===== src/rtl/johnson_pkg.sv =====
// johnson_pkg
//   Shared types and helpers for the Johnson-code receive monitor.
//   - state_t / UNLOCKED / LOCKED : tracking FSM encoding
//   - step_t                      : classification of one sampled step
//   - johnson_legal(code, n)      : 1 when code has at most one adjacent-bit transition
//   - johnson_to_idx(code, n)     : Johnson code to sequence index 0..2n-1
//   Codes are passed zero-extended to MAX_N bits; n selects the live width.
package johnson_pkg;

  typedef logic [0:0] state_t;
  localparam state_t UNLOCKED = 1'b0;
  localparam state_t LOCKED   = 1'b1;

  typedef enum logic [1:0] {HOLD, ADV, RET, SKIP} step_t;

  localparam int MAX_N = 32;

  function automatic logic johnson_legal(input logic [MAX_N-1:0] code, input int n);
    int trans = 0;
    for (int i = 1; i < MAX_N; i++) begin
      if (i < n && code[i] != code[i-1]) trans++;
    end
    return (trans <= 1);
  endfunction

  // Ones fill from the LSB on the way up, then drain from the LSB on the way
  // back down once the MSB is set, so the second half counts zeros.
  function automatic int johnson_to_idx(input logic [MAX_N-1:0] code, input int n);
    int ones = 0;
    for (int i = 0; i < MAX_N; i++) begin
      if (i < n && code[i]) ones++;
    end
    if (code[n-1]) return n + (n - ones);
    return ones;
  endfunction

endpackage


===== src/rtl/johnson_code_decode.sv =====
// johnson_code_decode
//   Purely combinational decode of one Johnson code.
//   Ports:
//     q      in  N     Johnson code
//     legal  out 1     code is a legal Johnson pattern
//     idx    out IW    decoded index (meaningful only when legal)
//     onehot out 2N    one-hot of idx, all zeros when the code is illegal
module johnson_code_decode
  import johnson_pkg::*;
#(
  parameter int N = 4,
  localparam int IW = $clog2(2 * N)
) (
  input  logic [N-1:0]   q,
  output logic           legal,
  output logic [IW-1:0]  idx,
  output logic [2*N-1:0] onehot
);

  logic [MAX_N-1:0] code_ext;

  assign code_ext = MAX_N'(q);

  always_comb begin
    legal  = johnson_legal(code_ext, N);
    idx    = IW'(johnson_to_idx(code_ext, N));
    onehot = '0;
    if (legal) onehot[idx] = 1'b1;
  end

endmodule


===== src/rtl/johnson_decoder_monitor.sv =====
// johnson_decoder_monitor
//   Receive-side monitor for a Johnson (twisted-ring) code bus. Registers the
//   decoded index/one-hot, tracks whether the sequence advances legally, and
//   reports illegal codes and skipped states.
//   Optional feature macro: JOHNSON_DEC_BIDIR_EN (accept backward steps, drive dir).
//   Ports:
//     clk         in  1      rising-edge clock
//     clr         in  1      synchronous active-high reset, wins over en
//     en          in  1      sample strobe
//     q_in        in  N      Johnson code under test
//     idx         out IW     decoded index of the last legal sample
//     onehot      out 2N     one-hot of idx, zero after an illegal sample
//     valid       out 1      last sampled code was legal
//     locked      out 1      sequence tracking is locked
//     dir         out 1      last step was backward (0 when bidir is disabled)
//     err_illegal out 1      one-cycle pulse on an illegal sample
//     err_skip    out 1      one-cycle pulse on a bad step while locked
//     err_count   out ERR_W  saturating count of both error pulses
module johnson_decoder_monitor
  import johnson_pkg::*;
#(
  parameter int N        = 4,
  parameter int LOCK_CNT = 3,
  parameter int ERR_W    = 8,
  localparam int IW = $clog2(2 * N)
) (
  input  logic             clk,
  input  logic             clr,
  input  logic             en,
  input  logic [N-1:0]     q_in,
  output logic [IW-1:0]    idx,
  output logic [2*N-1:0]   onehot,
  output logic             valid,
  output logic             locked,
  output logic             dir,
  output logic             err_illegal,
  output logic             err_skip,
  output logic [ERR_W-1:0] err_count
);

  localparam int STATES = 2 * N;
  localparam int RUN_W  = $clog2(LOCK_CNT + 1);

  logic             dec_legal;
  logic [IW-1:0]    dec_idx;
  logic [2*N-1:0]   dec_onehot;
  state_t           state;
  logic             ref_valid;
  logic [RUN_W-1:0] run;
  step_t            step;
  logic [IW-1:0]    next_up;
  logic             illegal_evt;
  logic             skip_evt;

  johnson_code_decode #(.N(N)) u_decode (
    .q      (q_in),
    .legal  (dec_legal),
    .idx    (dec_idx),
    .onehot (dec_onehot)
  );

  assign locked = (state == LOCKED);

`ifdef JOHNSON_DEC_BIDIR_EN
  logic [IW-1:0] next_dn;
  logic          dir_q;

  assign dir = dir_q;
`else
  assign dir = 1'b0;
`endif

  // The registered idx is the reference: it only changes on legal samples,
  // so it is always the previous legal position (when ref_valid is set).
  always_comb begin
    next_up = IW'((int'(idx) + 1) % STATES);
`ifdef JOHNSON_DEC_BIDIR_EN
    next_dn = IW'((int'(idx) + STATES - 1) % STATES);
`endif
    if (dec_idx == idx)          step = HOLD;
    else if (dec_idx == next_up) step = ADV;
`ifdef JOHNSON_DEC_BIDIR_EN
    else if (dec_idx == next_dn) step = RET;
`endif
    else                         step = SKIP;
  end

  // Error events; a skip only counts when we were locked onto a valid reference.
  always_comb begin
    illegal_evt = en && !dec_legal;
    skip_evt    = en && dec_legal && ref_valid && (state == LOCKED) && (step == SKIP);
  end

  // Output registers, tracking FSM, lock run counter and error counter.
  always_ff @(posedge clk) begin
    if (clr) begin
      idx         <= '0;
      onehot      <= '0;
      valid       <= 1'b0;
      err_illegal <= 1'b0;
      err_skip    <= 1'b0;
      err_count   <= '0;
      state       <= UNLOCKED;
      ref_valid   <= 1'b0;
      run         <= '0;
    end else begin
      err_illegal <= illegal_evt;
      err_skip    <= skip_evt;
      if ((illegal_evt || skip_evt) && err_count != '1) err_count <= err_count + 1'b1;

      if (en) begin
        if (!dec_legal) begin
          valid     <= 1'b0;
          onehot    <= '0;
          ref_valid <= 1'b0;
          state     <= UNLOCKED;
          run       <= '0;
        end else begin
          valid     <= 1'b1;
          idx       <= dec_idx;
          onehot    <= dec_onehot;
          ref_valid <= 1'b1;
          if (!ref_valid) begin
            run <= '0;
          end else if (state == UNLOCKED) begin
            case (step)
              ADV, RET: begin
                run <= run + 1'b1;
                if (int'(run) + 1 >= LOCK_CNT) state <= LOCKED;
              end
              HOLD:    run <= run;
              default: run <= '0;
            endcase
          end else if (step == SKIP) begin
            state <= UNLOCKED;
            run   <= '0;
          end
        end
      end
    end
  end

`ifdef JOHNSON_DEC_BIDIR_EN
  // Direction follows the last forward/backward step and holds otherwise.
  always_ff @(posedge clk) begin
    if (clr) begin
      dir_q <= 1'b0;
    end else if (en && dec_legal && ref_valid) begin
      if (step == ADV)      dir_q <= 1'b0;
      else if (step == RET) dir_q <= 1'b1;
    end
  end
`endif

endmodule


===== config.mk =====
export PLATFORM = sky130hd
export DESIGN_NAME = johnson_decoder_monitor
export DESIGN_NICKNAME = d
export VERILOG_FILES = /design/src/rtl/johnson_pkg.sv /design/src/rtl/johnson_code_decode.sv /design/src/rtl/johnson_decoder_monitor.sv
export SDC_FILE = /design/constraint.sdc
export NUM_CORES = 1
export LEC_CHECK = 0
export CAP_MARGIN = 30
export CORE_UTILIZATION = 34
export CTS_CLUSTER_SIZE = 30
export DETAILED_ROUTE_END_ITERATION = 7
export PLACE_DENSITY_LB_ADDON = 0.25
export SLEW_MARGIN = 20
export SYNTH_ARGS = -nofsm -noshare
export SYNTH_HDL_FRONTEND = slang
export SYNTH_SLANG_ARGS = --single-unit

===== constraint.sdc =====
create_clock -name clk -period 4.52 [get_ports clk]
set_input_delay 0.452 -clock clk [delete_from_list [all_inputs] [get_ports clk]]
set_output_delay 0.452 -clock clk [all_outputs]
set_load 0.05 [all_outputs]

* Yosys cells after proc, flatten, opt, wreduce, memory -nomap -nowiden
Index checks and enable logic that the tools add are counted.
Widths: inputs -> output; s select.
** Storage, ports and cells
- Input bits :: 7
- Flip-flop bits (word level) :: 25
- Memory bits (writable) :: 0
- ROM bits :: 0
- Bits in latches :: 0
- Memories kept :: 0
- Word-level logic and storage cells :: 76
** Cells by class
- Reduce and logical (&&, ||, !) cells :: 14
- Shift-type cells :: 0
- Div/mod/pow operators :: 0
- Multipliers :: 0
- Bitwise gates (word level) :: 0
- Multiplexer cells :: 27
- Equal/unequal tests :: 12
- Magnitude comparators :: 4
- $add $sub $neg :: 11
** Operators with widths (number)
- $add 32x2->32 const B :: 2
- $mux 32 :: 2
- $le 32x2->1 const B :: 1
- $mux 3 :: 5
- $mux 2 :: 6
- $mux 1 :: 11
- $add 8x1->8 const B :: 1
- $mux 8 :: 1
- $ne 8x8->1 const B :: 1
- $logic_and 1x1->1 :: 7
- $add 3x2->3 const B :: 2
- $eq 3x3->1 :: 2
- $eq 2x2->1 const B :: 2
- $lt 3x4->1 const B :: 1
- $ne 4x3->1 const B :: 1
- $ne 4x4->1 const B :: 1
- $pmux 2 s2 :: 1
- $reduce_and 2->1 :: 2
- $add 2x1->3 const B :: 1
- $add 3x1->3 const B :: 1
- $add 3x3->3 const A :: 1
- $demux 1 s3 :: 1
- $ge 3x1->1 const B :: 1
- $ge 3x2->1 const B :: 1
- 11 further kinds :: 13

* Depth between registers and ports, before layout
Gate-level depths: netlist of run 1.
- Word-level depth :: 20
- Mapped depth :: 11
- Mapped depth without buffers :: 10

* Cells and area by module
Synthesis of run 1 repeated with hierarchy kept, for this count alone.
** Second synthesis, totals
- Cells, all modules :: 192
- Area total of the unflattened synthesis :: 1595.3 um^2
** By module, submodules not included
- johnson_decoder_monitor :: cells each 143, area each 1232.4 um^2, instances 1
- johnson_code_decode :: cells each 49, area each 362.8 um^2, instances 1

* Least setup slack after synthesis of run 1
No wires, ideal clock.
- Path kind :: input -> register
- From :: in q_in[0]
- To :: reg err_count[4]
- Data required time :: 4397 ps
- Stages on the path :: 9
- Setup slack :: 1864 ps
- Path buffers :: 0
- Arrival :: 2532 ps
- Path through :: inv_1 > ha_1 > xnor3_1 > xor2_1 > and2_4 > a211o_4 > a21oi_4 > nand4_1 > mux2_1
** Between the ends
- Longest elaborated chain between the ends :: 18
- Elaborated cells between the ends (all ways) :: 31
** Ends and longest elaborated chain
- from (decl) :: RTL line johnson_decoder_monitor.sv:30 : input logic [N-1:0] q_in,
- branches (longest 16 deep; another with $add 32x2->32)
- $logic_or 1x1->1 * :: RTL line johnson_decoder_monitor.sv:109 : if ((illegal_evt || skip_evt) && err_count != '1) err_count <= err_count + 1'b1;
- $logic_and 1x1->1 * :: RTL line johnson_decoder_monitor.sv:109
- to (signal assigned) :: RTL line johnson_decoder_monitor.sv:109
- to (decl) :: RTL line johnson_decoder_monitor.sv:38 : output logic [ERR_W-1:0] err_count
Mark *: on every way between the ends.
A chain may end at the register's enable or synchronous reset.

* Final worst setup path of run 1
- From :: in q_in[1]
- To :: reg err_count[4]
** Between the ends
- Longest elaborated chain between the ends :: 16
- Elaborated cells between the ends (all ways) :: 30
** Ends and longest elaborated chain (RTL line)
- branches (longest 14 deep; another with $add 32x2->32)
- $logic_or 1x1->1 * :: johnson_decoder_monitor.sv:109
- $logic_and 1x1->1 * :: johnson_decoder_monitor.sv:109
Marked as above.

==> results of run 1 <==
where the power goes:
group / switching, mW / total, mW / internal (mW)
sequential: 0.00734 / 0.236 / 0.229
combinational: 0.0873 / 0.145 / 0.0576
clock: 0.0697 / 0.133 / 0.0631
cells by family (layout without fill, tap and decap cells):
logic type	after synthesis	after routing	share of synthesized area, %
xor gates and xnor gates	16	16	13.1
other	1	1	0.270
muxes	2	2	1.53
adders and majority gates	8	8	7.19
DFF	25	25	36.0
buffers and inverters	16	42	5.04
and+or+nand+nor	61	61	21.2
AOI/OAI and AO/OA	29	29	15.6
area by class of cell:
type / instances / area (sq um) / share of cell area, %
clock buffers: 4 / 45.0 / 2.56
inverters: 8 / 30.0 / 1.70
multi-input cells: 117 / 821 / 46.6
flip-flops and latches: 25 / 500 / 28.4
well taps: 48 / 60.1 / 3.41
repair buffers: 30 / 305 / 17.3
metrics by stage:
step	utilization (%)	cell area, sq um	cells	setup slack [ps]	power [mW]
2_1_floorplan	-	1390	158	1860	0.350
3_3_place_gp	44.8	1700	227	1220	0.382
3_5_place_dp	44.8	1700	227	1060	0.385
4_1_cts	46.0	1750	231	1360	0.518
5_1_grt	46.4	1760	232	1120	0.538
6_report	46.4	1760	232	1400	0.514
tightest hold or removal path, cell delays in order, from the launching register on:
cell     delay (ps)
dfxtp_1         340
a32oi_1          50
nor2_1           70
metal layers:
| layer | share of wire, % | vias up | GRT usage, % |
|---|---|---|---|
| met1 | 47 | 532 | 18.6 |
| li1 | - | 595 | - |
| met5 | 0 | - | 0 |
| met2 | 48 | 23 | 25.8 |
| met3 | 3.7 | 4 | 3.62 |
| met4 | 1.3 | 0 | 5.59 |
worst min path at each step:
stage	from	end	slack, ps	cells after the start
after floorplan	run[1]$_SDFFE_PP0P_	run[1]$_SDFFE_PP0P_	490	2
after global placement	onehot[7]$_SDFFE_PP0P_	onehot[7]$_SDFFE_PP0P_	470	2
after detailed placement	onehot[7]$_SDFFE_PP0P_	onehot[7]$_SDFFE_PP0P_	470	2
after CTS	onehot[7]$_SDFFE_PP0P_	onehot[7]$_SDFFE_PP0P_	500	2
after global routing	onehot[7]$_SDFFE_PP0P_	onehot[7]$_SDFFE_PP0P_	540	2
final	onehot[7]$_SDFFE_PP0P_	onehot[7]$_SDFFE_PP0P_	500	2
cell usage in the layout (no fill, tap or decap):
cell / synthesis / layout
nand3_1: 2 / 2
ha_1: 8 / 8
clkdlybuf4s50_1: 0 / 29
nand2b_1: 2 / 2
a2bb2oi_1: 1 / 1
nand4_1: 2 / 2
nor4b_1: 1 / 1
clkbuf_8: 0 / 3
a21o_1: 1 / 1
a21oi_1: 8 / 8
dfxtp_1: 25 / 25
or2_2: 1 / 1
a21oi_4: 1 / 1
xor2_1: 3 / 3
and3_1: 3 / 3
and2_1: 4 / 4
xor3_1: 1 / 1
mux2_1: 1 / 1
nor3_1: 4 / 4
o211ai_1: 1 / 1
nor2_1: 26 / 26
a32oi_1: 4 / 4
inv_1: 8 / 8
clkbuf_1: 3 / 1
buf_8: 0 / 1
nor2b_1: 3 / 3
conb_1: 1 / 1
a211oi_1: 4 / 4
and2_4: 1 / 1
xnor2_1: 10 / 10
xnor3_1: 2 / 2
and4b_1: 1 / 1
nand2_1: 9 / 9
mux2i_1: 1 / 1
o21a_1: 1 / 1
a211o_4: 1 / 1
a22oi_1: 5 / 5
o21ai_0: 2 / 2
nor4_1: 2 / 2
sequential cells by signal (all words and copies together), names as in the netlist:
| name | count |
|---|---|
| err_count | 8 |
| err_illegal | 1 |
| err_skip | 1 |
| idx | 3 |
| locked | 1 |
| onehot | 8 |
| ref_valid | 1 |
| run | 2 |
==> impl_metrics.ini, run 1 <==
[status]
outcome = finished, final reports clean

[yosys]
synth_edf_count = 0
synthesis.instances = 158
yosysMostFrequentCell = nor2_1
synth_warnings = 0
yosysTopAreaCell = dfxtp_1
ys_seq_area_share_pct = 36.0
synth_top_area_share_pct = 36.0
syn_nets = 173
ys_ff_latch = 25
synth_cell_types = 39
postSynthAreaPerCell_sq_um = 8.81
synthFlopType = dfxtp_1
synth_area_sq_um = 1390
synthArstFlopShare_pct = 0
synth_common_cells = nor2_1, dfxtp_1, xnor2_1
ys_top_cells_by_area = dfxtp_1, ha_1, nor2_1, xnor2_1, xnor3_1

[detailed_routing]
antenna_left = 0
via_per_inst = 4.97
drt_first_iter_violations = 41
post_drt_wl_per_cell_microns = 12.5
routed_wl_mm = 2.89
drc = 0
vias = 1154
firstDrtPassIters = 4

[floorplanning]
core-area_sq_um = 3800
die_area_sq_um = 4350
fp.dieW_microns = 66.0
start_util_pct = 36.6
pin_count = 31
die_h_microns = 66.0
rows = 22

[cells_and_area]
num-fill-cells = 376
drive_gt1_share_pct = 4.35
layout.nets = 200
area_growth_pct = 26.6
diodes = 0

[placed_design]
gp_congestion = 0.806
place_hpwl_mm = 2.19
portBuffers = 29

[critical_path]
r2r-start = idx[0]$_SDFFE_PP0N_
crit_chain = clkdlybuf4s50_1, inv_1, ha_1, xnor3_1, xor2_1, nor4b_1, a211o_4, a21oi_4, nand4_1, mux2_1
cp-endpoint = err_count[4]$_SDFFE_PP0P_
cp_top_family = simple AND/OR/NAND/NOR gates
r2r_slack_ps = 2110
ff2ff_path_depth = 8
critPathMaxStageDelay_ps = 560
critPathKind = primary input to flop
critical_path.slowest_cell = nor4b_1
cp.arrival_ps = 3280
worstPathBufferInverterCount = 2
worstSetupEndpointType = flop
cp-startpoint = q_in[1]
start_kind = primary input
r2r_end = err_count[4]$_SDFFE_PP0P_
cp.required_ps = 4680
worst-path-stages = 10
cp_max_fo = 7

[timing]
fin_skew_ps = 2.30
report.final.slew_viol_count = 0
worst_pin_slew_ps = 600
maxSlewHeadroom_pct = 59.4
fmax_mhz = 321
min_period_ps = 3120
fin_crit_sh_pct = 69.0
finalSetupViolCount = 0
tns_ps = 0
finalHoldViolations = 0
whs_ps = 496
rsz0062_at_grt = false

[global_routing]
grt_overflow_total = 0
grt_first_pass_wirelength_mm = 5.03
track_usage_pct = 15.2
antenna_found_initial = 0
grt_pass1_vias = 1131
grt_max_degree = 27

[clock_network]
clkSinkCount = 25
post_cts_resized = 0
cts-buffers-inserted = 3
htree_levels = 1
cts_hold_buf = 0
postCtsSetupBuffers = 0
clockRootBuffer = clkbuf_8
cts_tree = yes
insertion_delay_ps = 270
clk_pin_slew_ps = 80
ctsLongestPathBuffers = 2

[worst_hold_path]
hp-class = flop to flop

[power_and_ir_drop]
ir_drop_mv = 0.188
power_density_nw_per_um2 = 292
p_leak_nw = 0.687

[job]
maxCapViolCount = 0
No activity file was read; power rests on OpenSTA's default activity.
==> inputs of run 2 (changes only) <==
- clock period: 4.52 -> 2.7 ns (I/O delays scaled with it)
==> impl_metrics.ini, run 2 (synthesis results as in run 1) <==
[clock_network]
clkSinkCount = 25
cts_tree = yes
clk_pin_slew_ps = 90
clockRootBuffer = clkbuf_8
insertion_delay_ps = 270
htree_levels = 1
cts_hold_buf = 0
cts-buffers-inserted = 3
ctsLongestPathBuffers = 2

[floorplanning]
die_area_sq_um = 4350
die_h_microns = 66.0
core-area_sq_um = 3800
start_util_pct = 36.6
pin_count = 31
fp.dieW_microns = 66.0
rows = 22

[detailed_routing]
drc = 0
via_per_inst = 5.00
drt_first_iter_violations = 80
post_drt_wl_per_cell_microns = 12.7
routed_wl_mm = 3.09
vias = 1221
firstDrtPassIters = 4
antenna_left = 0

[critical_path]
critical_path.slowest_cell = clkdlybuf4s50_1
r2r-start = idx[0]$_SDFFE_PP0N_
critPathMaxStageDelay_ps = 480
crit_top_cell = buf_4
r2r_slack_ps = 230
r2r_end = err_count[4]$_SDFFE_PP0P_
crit_chain = clkdlybuf4s50_1, inv_1, ha_1, buf_4, nand3_1, buf_4, xnor2_1, and2_4, a211o_4, a21oi_4, nand4_1, mux2_1
critPathKind = primary input to flop
cp_max_fo = 7
ff2ff_path_depth = 9
cp.required_ps = 2860
cp.arrival_ps = 2740
start_kind = primary input
cp_top_family = buffers and inverters
worstPathBufferInverterCount = 4
worstSetupEndpointType = flop

[cells_and_area]
drive_gt1_share_pct = 12.8
layout_commonest_cell = clkdlybuf4s50_1
diodes = 0
final_cell_mix = clkdlybuf4s50_1, nor2_1, dfxtp_1, buf_4, xnor2_1
area_growth_pct = 34.3
largestRegisters = err_count x8, onehot x8, idx x3
layout.nets = 212

[placed_design]
gp_congestion = 0.777
portBuffers = 29
place_hpwl_mm = 2.43
pre_cts_ws_ps = -263

[power_and_ir_drop]
swShare_pct = 32.1
ir_drop_mv = 0.236
p_leak_nw = 0.745
power_density_nw_per_um2 = 480
total_power_uw = 897
seqPwrFrac_pct = 44.1
p_int_uw = 609
comb_power_share_pct = 31.3
clockPowerShare_pct = 24.7
switchingPower_uw = 288

[timing]
report.final.slew_viol_count = 0
fin_skew_ps = 7.25
fmax_mhz = 387
finalSetupViolCount = 0
fin_crit_sh_pct = 95.6
rsz0062_at_grt = false
min_period_ps = 2580
maxSlewHeadroom_pct = 64.9
worst_pin_slew_ps = 523
fin_ws_ps = 119
finalHoldViolations = 0

[global_routing]
grt_max_degree = 15
grt_pass1_vias = 1214
grt_first_pass_wirelength_mm = 5.29
antenna_found_initial = 0
track_usage_pct = 16.0
grt_overflow_total = 0

[worst_hold_path]
min_from = onehot[7]$_SDFFE_PP0P_
worstHoldEndpoint = onehot[7]$_SDFFE_PP0P_
hp-class = flop to flop
hold_path_depth = 2

[status]
outcome = finished, final reports clean

[job]
maxCapViolCount = 0
run 2: stage by stage:
stage          hold slack [ps]  area [sq um]  std cells  setup TNS [ps]  util (%)
2_1_floorplan              489          1390        158               0         -
3_3_place_gp               472          1790        239           -1190      47.2
3_5_place_dp               480          1790        239           -1810      47.2
4_1_cts                    506          1840        243               0      48.4
5_1_grt                    559          1870        244               0      49.2
6_report                   499          1870        244               0      49.2
run 2: metal layers:
metal	vias up	wire length (microns)	share of wire, %	track usage, %
met1	567	1440	47	19.5
li1	618	-	-	-
met3	5	146	4.7	4.31
met2	31	1470	48	27.6
met4	0	30	0.97	3.99
met5	-	0	0	0
run 2: worst max path at each step:
stage                              startpoint                   endpoint  slack, ps  depth (start not counted)
after floorplan           idx[0]$_SDFFE_PP0N_  err_count[4]$_SDFFE_PP0P_        160                          8
after global placement                q_in[0]  err_count[4]$_SDFFE_PP0P_       -200                         11
after detailed placement              q_in[0]  err_count[4]$_SDFFE_PP0P_       -260                         11
after CTS                             q_in[0]  err_count[4]$_SDFFE_PP0P_         20                         11
after global routing                  q_in[1]  err_count[4]$_SDFFE_PP0P_          2                         12
final                                 q_in[0]  err_count[4]$_SDFFE_PP0P_        120                         12
run 2: timing repair:
item	4_1_cts	5_1_grt
gates resized for setup	0	4
setup buffers	0	1
endpoints found under the setup margin	0	7
run 2: worst register-to-register path, stage by stage (launching register included):
cell	delay, ps
dfxtp_1	450
ha_1	310
or2_2	280
a22oi_1	180
nor4b_2	80
buf_4	150
a211o_4	310
a21oi_4	170
nand4_1	110
mux2_1	320
run 2: layout make-up:
cell class              count  area, sq um
repair buffers             42          388
well taps                  48         60.1
fillers                   372         1930
clock inverters             1         5.00
flip-flops and latches     25          500
clock buffers               3         41.3
multi-input cells         117          843
inverters                   8         30.0
run 2: power groups by stage:
stage | Combinational, mW | Clock, mW | Sequential (mW)
after global placement | 0.264 | 0 | 0.403
after CTS | 0.271 | 0.237 | 0.395
final | 0.280 | 0.221 | 0.395
after global routing | 0.306 | 0.247 | 0.398
after floorplan | 0.136 | 0 | 0.450
after detailed placement | 0.270 | 0 | 0.404
